### src/rtl/register_file_scoreboard_pkg.sv
// Shared types and constants for the integer register file and its
// pending-write scoreboard.
package register_file_scoreboard_pkg;

  localparam int unsigned REG_NUM       = 32;
  localparam int unsigned DATA_WIDTH    = 32;
  localparam int unsigned ADDR_WIDTH    = 5;
  localparam int unsigned PENDING_WIDTH = 2;

  typedef logic [ADDR_WIDTH-1:0]    RegAddr;
  typedef logic [DATA_WIDTH-1:0]    BasicData;
  typedef logic [PENDING_WIDTH-1:0] PendingCount;

  // Largest number of writes that may be in flight to one register.
  localparam PendingCount PENDING_MAX = '1;

  localparam RegAddr ZERO_REG = 5'd0;

endpackage

### src/rtl/register_file_scoreboard_if.sv
// Decode/write-back facing bundle of the register file. The master side is
// the pipeline (decode + write-back), the slave side is the register file.
interface register_file_scoreboard_if;
  import register_file_scoreboard_pkg::*;

  // Decode-stage read ports
  RegAddr   rs1Addr;
  RegAddr   rs2Addr;
  BasicData rs1Data;
  BasicData rs2Data;
  logic     rs1Ready;
  logic     rs2Ready;

  // Decode-stage destination reservation
  logic     prevWEnable;
  RegAddr   prevRdAddr;

  // Write-back commit
  logic     wEnable;
  RegAddr   rdAddr;
  BasicData wData;

  modport master (
    output rs1Addr, rs2Addr, prevWEnable, prevRdAddr, wEnable, rdAddr, wData,
    input  rs1Data, rs2Data, rs1Ready, rs2Ready
  );

  modport slave (
    input  rs1Addr, rs2Addr, prevWEnable, prevRdAddr, wEnable, rdAddr, wData,
    output rs1Data, rs2Data, rs1Ready, rs2Ready
  );

endinterface

### src/rtl/register_file_scoreboard_pending_counter.sv
// Saturating up/down counter tracking outstanding writes to one register.
// Simultaneous inc and dec cancel; inc at max and dec at zero hold.
module register_pending_counter
  import register_file_scoreboard_pkg::*;
(
  input  logic        clk,
  input  logic        rst,
  input  logic        inc_i,
  input  logic        dec_i,
  output PendingCount count_o,
  output logic        is_zero_o,
  output logic        is_one_o
);

  PendingCount count_q;
  PendingCount count_d;

  // Next count: net change of +1, -1 or 0, clamped at both ends.
  always_comb begin
    count_d = count_q;
    if (inc_i && !dec_i) begin
      if (count_q != PENDING_MAX) count_d = count_q + PendingCount'(1);
    end else if (dec_i && !inc_i) begin
      if (count_q != '0) count_d = count_q - PendingCount'(1);
    end
  end

  // Counter register; reset drops all reservations.
  always_ff @(posedge clk) begin
    if (rst) count_q <= '0;
    else     count_q <= count_d;
  end

  assign count_o   = count_q;
  assign is_zero_o = (count_q == '0);
  assign is_one_o  = (count_q == PendingCount'(1));

endmodule

### src/rtl/register_file_scoreboard.sv
// Architectural integer register file with write-through bypass and a
// per-register pending-write scoreboard driving the decode ready flags.
module register_file_scoreboard
  import register_file_scoreboard_pkg::*;
(
  input  logic                        clk,
  input  logic                        rst,
  register_file_scoreboard_if.slave   rf
);

  // x0 is hardwired, so storage and counters only exist for x1..x31.
  BasicData reg_q [1:REG_NUM-1];

  PendingCount pend_count [1:REG_NUM-1];
  logic        pend_zero  [1:REG_NUM-1];
  logic        pend_one   [1:REG_NUM-1];

  logic issue_valid;
  logic commit_valid;

  assign issue_valid  = rf.prevWEnable && (rf.prevRdAddr != ZERO_REG);
  assign commit_valid = rf.wEnable     && (rf.rdAddr     != ZERO_REG);

  // Register storage: cleared by reset, otherwise written on commit.
  always_ff @(posedge clk) begin
    if (rst) begin
      for (int i = 1; i < REG_NUM; i++) reg_q[i] <= '0;
    end else if (commit_valid) begin
      reg_q[rf.rdAddr] <= rf.wData;
    end
  end

  genvar gi;
  generate
    for (gi = 1; gi < REG_NUM; gi++) begin : g_pend
      logic inc;
      logic dec;

      assign inc = issue_valid  && (rf.prevRdAddr == RegAddr'(gi));
      assign dec = commit_valid && (rf.rdAddr     == RegAddr'(gi));

      register_pending_counter u_counter (
        .clk       (clk),
        .rst       (rst),
        .inc_i     (inc),
        .dec_i     (dec),
        .count_o   (pend_count[gi]),
        .is_zero_o (pend_zero[gi]),
        .is_one_o  (pend_one[gi])
      );

      // Issuing a write to a register already at its in-flight limit.
      assert property (@(posedge clk) disable iff (rst)
                       !(inc && !dec && pend_count[gi] == PENDING_MAX))
        else $warning("pending counter overflow on x%0d", gi);

      // Committing a write that was never reserved.
      assert property (@(posedge clk) disable iff (rst)
                       !(dec && !inc && pend_zero[gi]))
        else $warning("pending counter underflow on x%0d", gi);
    end
  endgenerate

  // Source 1 read: x0 reads zero, a same-cycle commit is bypassed, and the
  // register is ready when nothing is pending or its last write retires now.
  always_comb begin
    rf.rs1Data  = '0;
    rf.rs1Ready = 1'b1;
    if (rf.rs1Addr != ZERO_REG) begin
      if (rf.wEnable && rf.rdAddr == rf.rs1Addr) rf.rs1Data = rf.wData;
      else                                       rf.rs1Data = reg_q[rf.rs1Addr];
      rf.rs1Ready = pend_zero[rf.rs1Addr] ||
                    (pend_one[rf.rs1Addr] && rf.wEnable && rf.rdAddr == rf.rs1Addr);
    end
  end

  // Source 2 read: same rules as source 1.
  always_comb begin
    rf.rs2Data  = '0;
    rf.rs2Ready = 1'b1;
    if (rf.rs2Addr != ZERO_REG) begin
      if (rf.wEnable && rf.rdAddr == rf.rs2Addr) rf.rs2Data = rf.wData;
      else                                       rf.rs2Data = reg_q[rf.rs2Addr];
      rf.rs2Ready = pend_zero[rf.rs2Addr] ||
                    (pend_one[rf.rs2Addr] && rf.wEnable && rf.rdAddr == rf.rs2Addr);
    end
  end

endmodule

### src/flat_wrapper.sv
// flat-port wrapper written by rule: the top's interface ports become plain ports
module register_file_scoreboard_flat import register_file_scoreboard_pkg::*;
  (clk, rst, rf_rs1Addr, rf_rs2Addr, rf_prevWEnable, rf_prevRdAddr, rf_wEnable, rf_rdAddr, rf_wData, rf_rs1Data, rf_rs2Data, rf_rs1Ready, rf_rs2Ready);
  register_file_scoreboard_if rf_i ();
  input  logic clk;
  input  logic rst;
  input wire logic [$bits(rf_i.rs1Addr)-1:0] rf_rs1Addr;
  input wire logic [$bits(rf_i.rs2Addr)-1:0] rf_rs2Addr;
  input wire logic [$bits(rf_i.prevWEnable)-1:0] rf_prevWEnable;
  input wire logic [$bits(rf_i.prevRdAddr)-1:0] rf_prevRdAddr;
  input wire logic [$bits(rf_i.wEnable)-1:0] rf_wEnable;
  input wire logic [$bits(rf_i.rdAddr)-1:0] rf_rdAddr;
  input wire logic [$bits(rf_i.wData)-1:0] rf_wData;
  output wire logic [$bits(rf_i.rs1Data)-1:0] rf_rs1Data;
  output wire logic [$bits(rf_i.rs2Data)-1:0] rf_rs2Data;
  output wire logic [$bits(rf_i.rs1Ready)-1:0] rf_rs1Ready;
  output wire logic [$bits(rf_i.rs2Ready)-1:0] rf_rs2Ready;
  assign rf_i.rs1Addr = rf_rs1Addr;
  assign rf_i.rs2Addr = rf_rs2Addr;
  assign rf_i.prevWEnable = rf_prevWEnable;
  assign rf_i.prevRdAddr = rf_prevRdAddr;
  assign rf_i.wEnable = rf_wEnable;
  assign rf_i.rdAddr = rf_rdAddr;
  assign rf_i.wData = rf_wData;
  assign rf_rs1Data = rf_i.rs1Data;
  assign rf_rs2Data = rf_i.rs2Data;
  assign rf_rs1Ready = rf_i.rs1Ready;
  assign rf_rs2Ready = rf_i.rs2Ready;
  register_file_scoreboard u_core (.clk(clk), .rst(rst), .rf(rf_i));
endmodule
### config.mk
export PLATFORM = sky130hd
export DESIGN_NAME = register_file_scoreboard_flat
export DESIGN_NICKNAME = d
export VERILOG_FILES = /design/src/rtl/register_file_scoreboard_pkg.sv /design/src/rtl/register_file_scoreboard_if.sv /design/src/rtl/register_file_scoreboard_pending_counter.sv /design/src/rtl/register_file_scoreboard.sv /design/src/flat_wrapper.sv
export SDC_FILE = /design/constraint.sdc
export NUM_CORES = 2
export LEC_CHECK = 0
export CAP_MARGIN = 20
export CORE_MARGIN = 2
export CORE_UTILIZATION = 40
export DETAILED_ROUTE_END_ITERATION = 6
export HOLD_SLACK_MARGIN = 0.08
export PLACE_DENSITY = 0.65
export SYNTH_ARGS = -nofsm -noshare
export SYNTH_HDL_FRONTEND = slang
export SYNTH_HIERARCHICAL = 1
export SYNTH_SLANG_ARGS = --single-unit
### constraint.sdc
create_clock -name clk -period 5.7 [get_ports clk]
set_input_delay 1.14 -clock clk [delete_from_list [all_inputs] [get_ports clk]]
set_output_delay 1.14 -clock clk [all_outputs]
set_load 0.03 [all_outputs]
; Word-level counts from Yosys, hierarchy flattened
; Memory sizes are Yosys's and may differ from the RTL's.
; Cells that the tools add are included.
[classes]
add_sub_neg = 62
magnitude_cmp = 2
n_eq_ne = 157
muxes = 150
bitwise_logic = 2
n_reduce_logical = 356
[op_table]
columns = cell, n
row1 = 2-to-1 mux 2 bit, 124
row2 = nonzero test 2 bit, 93
row3 = == test 5 bit (second input constant), 32
row4 = 2-to-1 mux 32 bit, 5
row5 = logical AND 1 bit, 132
row6 = AND reduction 3 bit, 31
row7 = == test 5 x 4 -> 1 bit (second input constant), 16
row8 = adder 2 x 1 -> 2 bit (second input constant), 31
row9 = == test 2 x 1 -> 1 bit (second input constant), 31
row10 = logical NOT 1 bit, 62
row11 = logical NOT 2 bit, 31
row12 = inequality test 2 x 1 -> 1 bit (second input constant), 31
row13 = inequality test 2 bit (second input constant), 31
row14 = subtractor 2 x 1 -> 2 bit (second input constant), 31
row15 = == test 5 x 3 -> 1 bit (second input constant), 8
row16 = OR reduction 32 bit, 1
row17 = binary-select mux 1 bit (select 5 bit), 4
row18 = == test 5 x 2 -> 1 bit (second input constant), 4
row19 = nonzero test 5 bit, 4
row20 = 2-to-1 mux 1 bit, 16
row21 = greater-or-equal comparator 6 bit (second input constant), 2
row22 = inverter 5 -> 6 bit, 2
row23 = == test 5 x 1 -> 1 bit (second input constant), 2
row24 = == test 5 bit, 2
row25 = 2 further kinds, 3
[word_totals]
regBits = 62
mem_bits_rw = 992
in_bits = 56
output_inout_bits = 66
wordCells = 761
n_memories = 1
[mem_list]
columns = name, depth, word_bits, rd, rd_clocked_by_memory_dff, write_ports, line
row1 = u_core.reg_q, 31, 32, 2, 0, 31, register_file_scoreboard.sv:12  ; BasicData reg_q [1:REG_NUM-1];

; Logic depth before layout (Yosys ltp)
[depth]
ltp_word = 8
depth_mapped = 10
mapped_depth_nobuf = 9

; Hierarchy
; The synthesis kept the hierarchy.
[modules_own_cells]
columns = module, instances, cells_each, area_each_um2, seq_area_each_um2
row1 = register_file_scoreboard, 1, 4073, 56862.0, 30749.5
row2 = register_pending_counter, 31, 19, 182.7, 40.0

; Worst setup path after synthesis
; Ideal clock, no wire load.
[synth_path]
path_kind = input port to output port
from = input rf_rs2Addr[1]
to = output rf_rs2Ready
arrival_ns = 2.950
required_time_ns = 4.560
slack_ns = 1.610
stages = 8
path_buffers = 3
cell_sequence = buf_2 buf_2 buf_2 nor2b_1 a221oi_1 o21ai_0 a21oi_1 o21ai_0
[synth_between]
elab_chain_len = 8
elab_cells_between_ends = 13
classes_between = eq/ne (1) / mux (7) / bitwise (1) / reduce/logical (4)
[synth_rtl]
columns = element, line
row1 = from (decl), flat_wrapper.sv:8  ; input wire logic [$bits(rf_i.rs2Addr)-1:0] rf_rs2Addr;
row2 = inverter 5 -> 6 bit (not written as such), "register_file_scoreboard.sv:84, register_file_scoreboard.sv:85"
row3 = binary-select mux 1 bit (select 5 bit), register_file_scoreboard.sv:85  ; (pend_one[rf.rs2Addr] && rf.wEnable && rf.rdAddr == rf.rs2Addr);
row4 = 2-to-1 mux 1 bit (not written as such) (2 in series), register_file_scoreboard.sv:85
row5 = logical AND 1 bit (2 in series), register_file_scoreboard.sv:85
row6 = logical OR 1 bit, register_file_scoreboard.sv:84  ; rf.rs2Ready = pend_zero[rf.rs2Addr] ||
row7 = 2-to-1 mux 1 bit *, register_file_scoreboard.sv:81  ; if (rf.rs2Addr != ZERO_REG) begin
row8 = to (decl), flat_wrapper.sv:17  ; output wire logic [$bits(rf_i.rs2Ready)-1:0] rf_rs2Ready;
; Mark *: on every way between the ends. The rest lies on a longest branch, timed or not. The select of a mux whose other input is x is not followed.

; Worst setup path after layout
[layout_path]
from = input rf_rdAddr[0]
to = output rf_rs2Data[21]
[layout_between]
elab_chain_len = 4
[layout_rtl]
columns = element, line
row1 = from (decl), flat_wrapper.sv:12  ; input wire logic [$bits(rf_i.rdAddr)-1:0] rf_rdAddr;
row2 = == test 5 bit, register_file_scoreboard.sv:82  ; if (rf.wEnable && rf.rdAddr == rf.rs2Addr) rf.rs2Data = rf.wData;
row3 = logical AND 1 bit, register_file_scoreboard.sv:82
row4 = 2-to-1 mux 32 bit, register_file_scoreboard.sv:82
row5 = 2-to-1 mux 32 bit, register_file_scoreboard.sv:81
row6 = to (decl), flat_wrapper.sv:15  ; output wire logic [$bits(rf_i.rs2Data)-1:0] rf_rs2Data;
; Every way passes these cells.

==> results.sh <==
export IMPL_period_share_pct=90.29
export IMPL_min_period_ns=5.147
export IMPL_cts_repair_resize_count=0
export IMPL_timing_final_hold_violations=0
export IMPL_critPathKind="input pin to primary output"
export IMPL_ys_top_cells_by_area="edfxtp_1 49%, mux4_2 15%, and2_1 9.9%, mux2_2 4.5%, ha_1 3.1%"
export IMPL_finalSetupViolCount=0
export IMPL_share_of_flip_flops_with_an_asynchronous_set_or_reset_after_synthesis_pct=0
export IMPL_power_density_nw_per_um2=274.6
export IMPL_postCtsHoldBufs=0
export IMPL_synthDominantCellAreaShare_pct=49.18
export IMPL_placement_io_buffers=121
export IMPL_row_count=145
export IMPL_grtUsageTotal_pct=26.41
export IMPL_nNetsFinal=4932
export IMPL_largest_net_degree_at_the_start_of_global_routing=71
export IMPL_sequential_to_total_area_share_from_yosys_stat_pct=51.16
export IMPL_netlist_cell_type_count=60
export IMPL_first_pass_iters=6
export IMPL_post_synth_cell_area_avg_um2=13.41
export IMPL_postRouteAntennaNets=0
export IMPL_clk_pin_slew_worst_paths_ns=0.06
export IMPL_static_leakage_nw=24.50
export IMPL_vias_in_the_first_global_route=41710
export IMPL_detailedRoute_firstIterationViolations=5871
export IMPL_synth_edf_count=1024
export IMPL_fillCellCount=13700
export IMPL_cts_num_sinks=1086
export IMPL_slew_viol_final=0
export IMPL_worst_ep_required_time_ns=4.56
export IMPL_numCtsBuffers=115
export IMPL_critPathSlowestCell="clkdlybuf4s50_1"
export IMPL_drv_cap=0
export IMPL_worst_r2r_startpoint="u_core/g_pend[9].u_counter/count_o[0]$_SDFFE_PP0P_"
export IMPL_timing_hold_worst_class="register to register"
export IMPL_ff2ff_path_depth=5
export IMPL_path_max_fanout=13
export IMPL_cp_endpoint="rf_rs2Data[21]"
export IMPL_postLayoutCoreUtil_pct=45.37
export IMPL_area_delta_synth_final_pct=12.94
export IMPL_num_vias=43120
export IMPL_max_slew_margin_pct=17.52
export IMPL_run_status="completed"
export IMPL_totalPowerFinal_mw=19.39
export IMPL_htree_num_levels=3
export IMPL_worstPathCellList="clkdlybuf4s50_1 -> xor2_1 -> nor4_1 -> and3_2 -> buf_4 -> a21oi_1 -> a21oi_1 -> buf_4"
export IMPL_crit_path_end_kind="primary output"
export IMPL_worst_ep_arrival_time_ns=4.01
export IMPL_routed_via_density=6.268
export IMPL_grt_setup_unrepaired="false"
export IMPL_worst_r2r_setup_slack_ns=4.00
export IMPL_die_x_um=399.4
export IMPL_synthesis_yosys_warnings=6
export IMPL_setup_worst_path_start="rf_rdAddr[0]"
export IMPL_die_h_um=399.4
export IMPL_post_synth_instance_area_um2=62520
export IMPL_worst_ir_drop_on_vdd_mv=0.2576
export IMPL_worst_path_largest_cell_delay_ns=0.59
export IMPL_grt_first_pass_wirelength_um=302600
export IMPL_ioPinCount=122
export IMPL_timing_worst_slew_pin_value_ns=1.237
export IMPL_clock_insertion_delay_worst_skew_ns=0.75
export IMPL_totalNegativeSetupSlack_ns=0
export IMPL_post_synth_inst_count=4662
export IMPL_floorplan_initialDensity_pct=40.17
export IMPL_grt_antenna_before_repair=14
export IMPL_die_area_um2=159500
export IMPL_coreArea_um2=155700
export IMPL_clock_skew_final_ns=0.02809
export IMPL_cts_root_buffer="clkbuf_16"
export IMPL_wl_um=213600
export IMPL_post_detailed_placement_half_perimeter_wirelength_um=134800
export IMPL_grt_overflow=0
export IMPL_critical_path_reg2reg_endpoint="u_core/g_pend[9].u_counter/count_o[0]$_SDFFE_PP0P_"
export IMPL_tritoncts="done"
export IMPL_post_synth_top_area_cell="edfxtp_1"
export IMPL_route_detailed_drc=0
export IMPL_commonest_non_fill_non_tap_cell_in_the_layout="edfxtp_1"
export IMPL_worstSetupStartpointType="input pin"
export IMPL_postCtsSetupRepairBufs=0
export IMPL_place_congestion=0.8885
export IMPL_wire_per_inst_um=31.04
export IMPL_final_cell_mix="1024 x edfxtp_1, 992 x and2_1, 414 x mux4_2, 249 x mux2_2, 236 x buf_4"
export IMPL_synth_main_ff_cell="edfxtp_1"
export IMPL_layout_cells_sized_above_1_pct=26.32
export IMPL_postSynthRegisterBits=1086
export IMPL_clk_path_buf_depth=3
export IMPL_f_max_mhz=194.3
-- flip-flops by register name (all words and copies together) (netlist names) --
signal	cells
u_core/reg_q	1024
u_core/g_pend.u_counter/count_o	62
-- stage by stage --
step	hold WS (ns)	instances	cell area, um^2	worst slack [ns]
2_1_floorplan	0.4872	4693	62640	1.610
6_report	0.5235	6880	70620	0.5535
4_1_cts	0.5266	6875	70590	0.5872
3_5_place_dp	0.5168	6661	67030	0.5886
5_1_grt	0.5536	6878	70610	0.4011
3_3_place_gp	0.5065	6661	67030	0.6312
-- worst max-delay path, delay by kind of cell --
family / cells / cell delay (ns)
AOI/OAI and AO/OA: 2 / 0.53
buffers and inverters: 3 / 1.19
and+or+nand+nor: 2 / 0.87
xor gates and xnor gates: 1 / 0.25
-- area by class of cell --
| type | count | area (um^2) | share of cell area, % |
|---|---|---|---|
| diodes | 4 | 10.01 | 0.01417 |
| clock buffers | 142 | 3032 | 4.293 |
| clock inverters | 72 | 531.8 | 0.7530 |
| inverters | 102 | 385.4 | 0.5457 |
| multi-input cells | 3068 | 28600 | 40.50 |
| flip-flops and latches | 1086 | 31990 | 45.30 |
| well taps | 2058 | 2575 | 3.646 |
| repair buffers | 348 | 3493 | 4.947 |
-- worst min-delay path by stage --
stage / depth (start not counted) / to / from / slack [ns]
2_1_floorplan: 2 / u_core/g_pend[10].u_counter/count_o[1]$_SDFFE_PP0P_ / u_core/g_pend[10].u_counter/count_o[1]$_SDFFE_PP0P_ / 0.49
5_1_grt: 2 / u_core/g_pend[29].u_counter/count_o[1]$_SDFFE_PP0P_ / u_core/g_pend[29].u_counter/count_o[1]$_SDFFE_PP0P_ / 0.55
4_1_cts: 2 / u_core/g_pend[15].u_counter/count_o[1]$_SDFFE_PP0P_ / u_core/g_pend[15].u_counter/count_o[1]$_SDFFE_PP0P_ / 0.53
3_5_place_dp: 2 / u_core/g_pend[15].u_counter/count_o[1]$_SDFFE_PP0P_ / u_core/g_pend[15].u_counter/count_o[1]$_SDFFE_PP0P_ / 0.52
6_report: 2 / u_core/g_pend[15].u_counter/count_o[1]$_SDFFE_PP0P_ / u_core/g_pend[15].u_counter/count_o[1]$_SDFFE_PP0P_ / 0.52
3_3_place_gp: 2 / u_core/g_pend[1].u_counter/count_o[1]$_SDFFE_PP0P_ / u_core/g_pend[1].u_counter/count_o[1]$_SDFFE_PP0P_ / 0.51
-- power by group --
group          switching (mW)  internal [mW]
combinational            1.63           1.15
sequential              0.208           9.15
clock                    3.27           3.99
total                    5.11           14.3
-- cells by family after synthesis --
logic type	count (synthesis)	synth area share (%)
mux	737	20.83
flops	1086	51.16
compound gates	524	5.493
fa+ha+maj	155	3.102
xor+xnor	41	0.5743
simple gates	1579	15.14
buf+inv	539	3.688
other cells	1	0.005998
-- cell usage after synthesis, drive strengths merged, types with 62 or more instances --
master and count:
nand2 91, edfxtp 1024, inv 102, mux4 414, mux2 280, a21oi 96, or4 63, o21ai 66
clkbuf 293, buf 144, ha 155, dfxtp 62, o22ai 216, nor2 148, and2 992
-- layer usage --
metal | track usage [%] | share of wire (%)
met5 | 0 | 0.0061
met4 | 11.10 | 4.5
met3 | 5.880 | 11
met2 | 41.78 | 46
met1 | 35.10 | 38
Power figures use the tool's default switching activity.
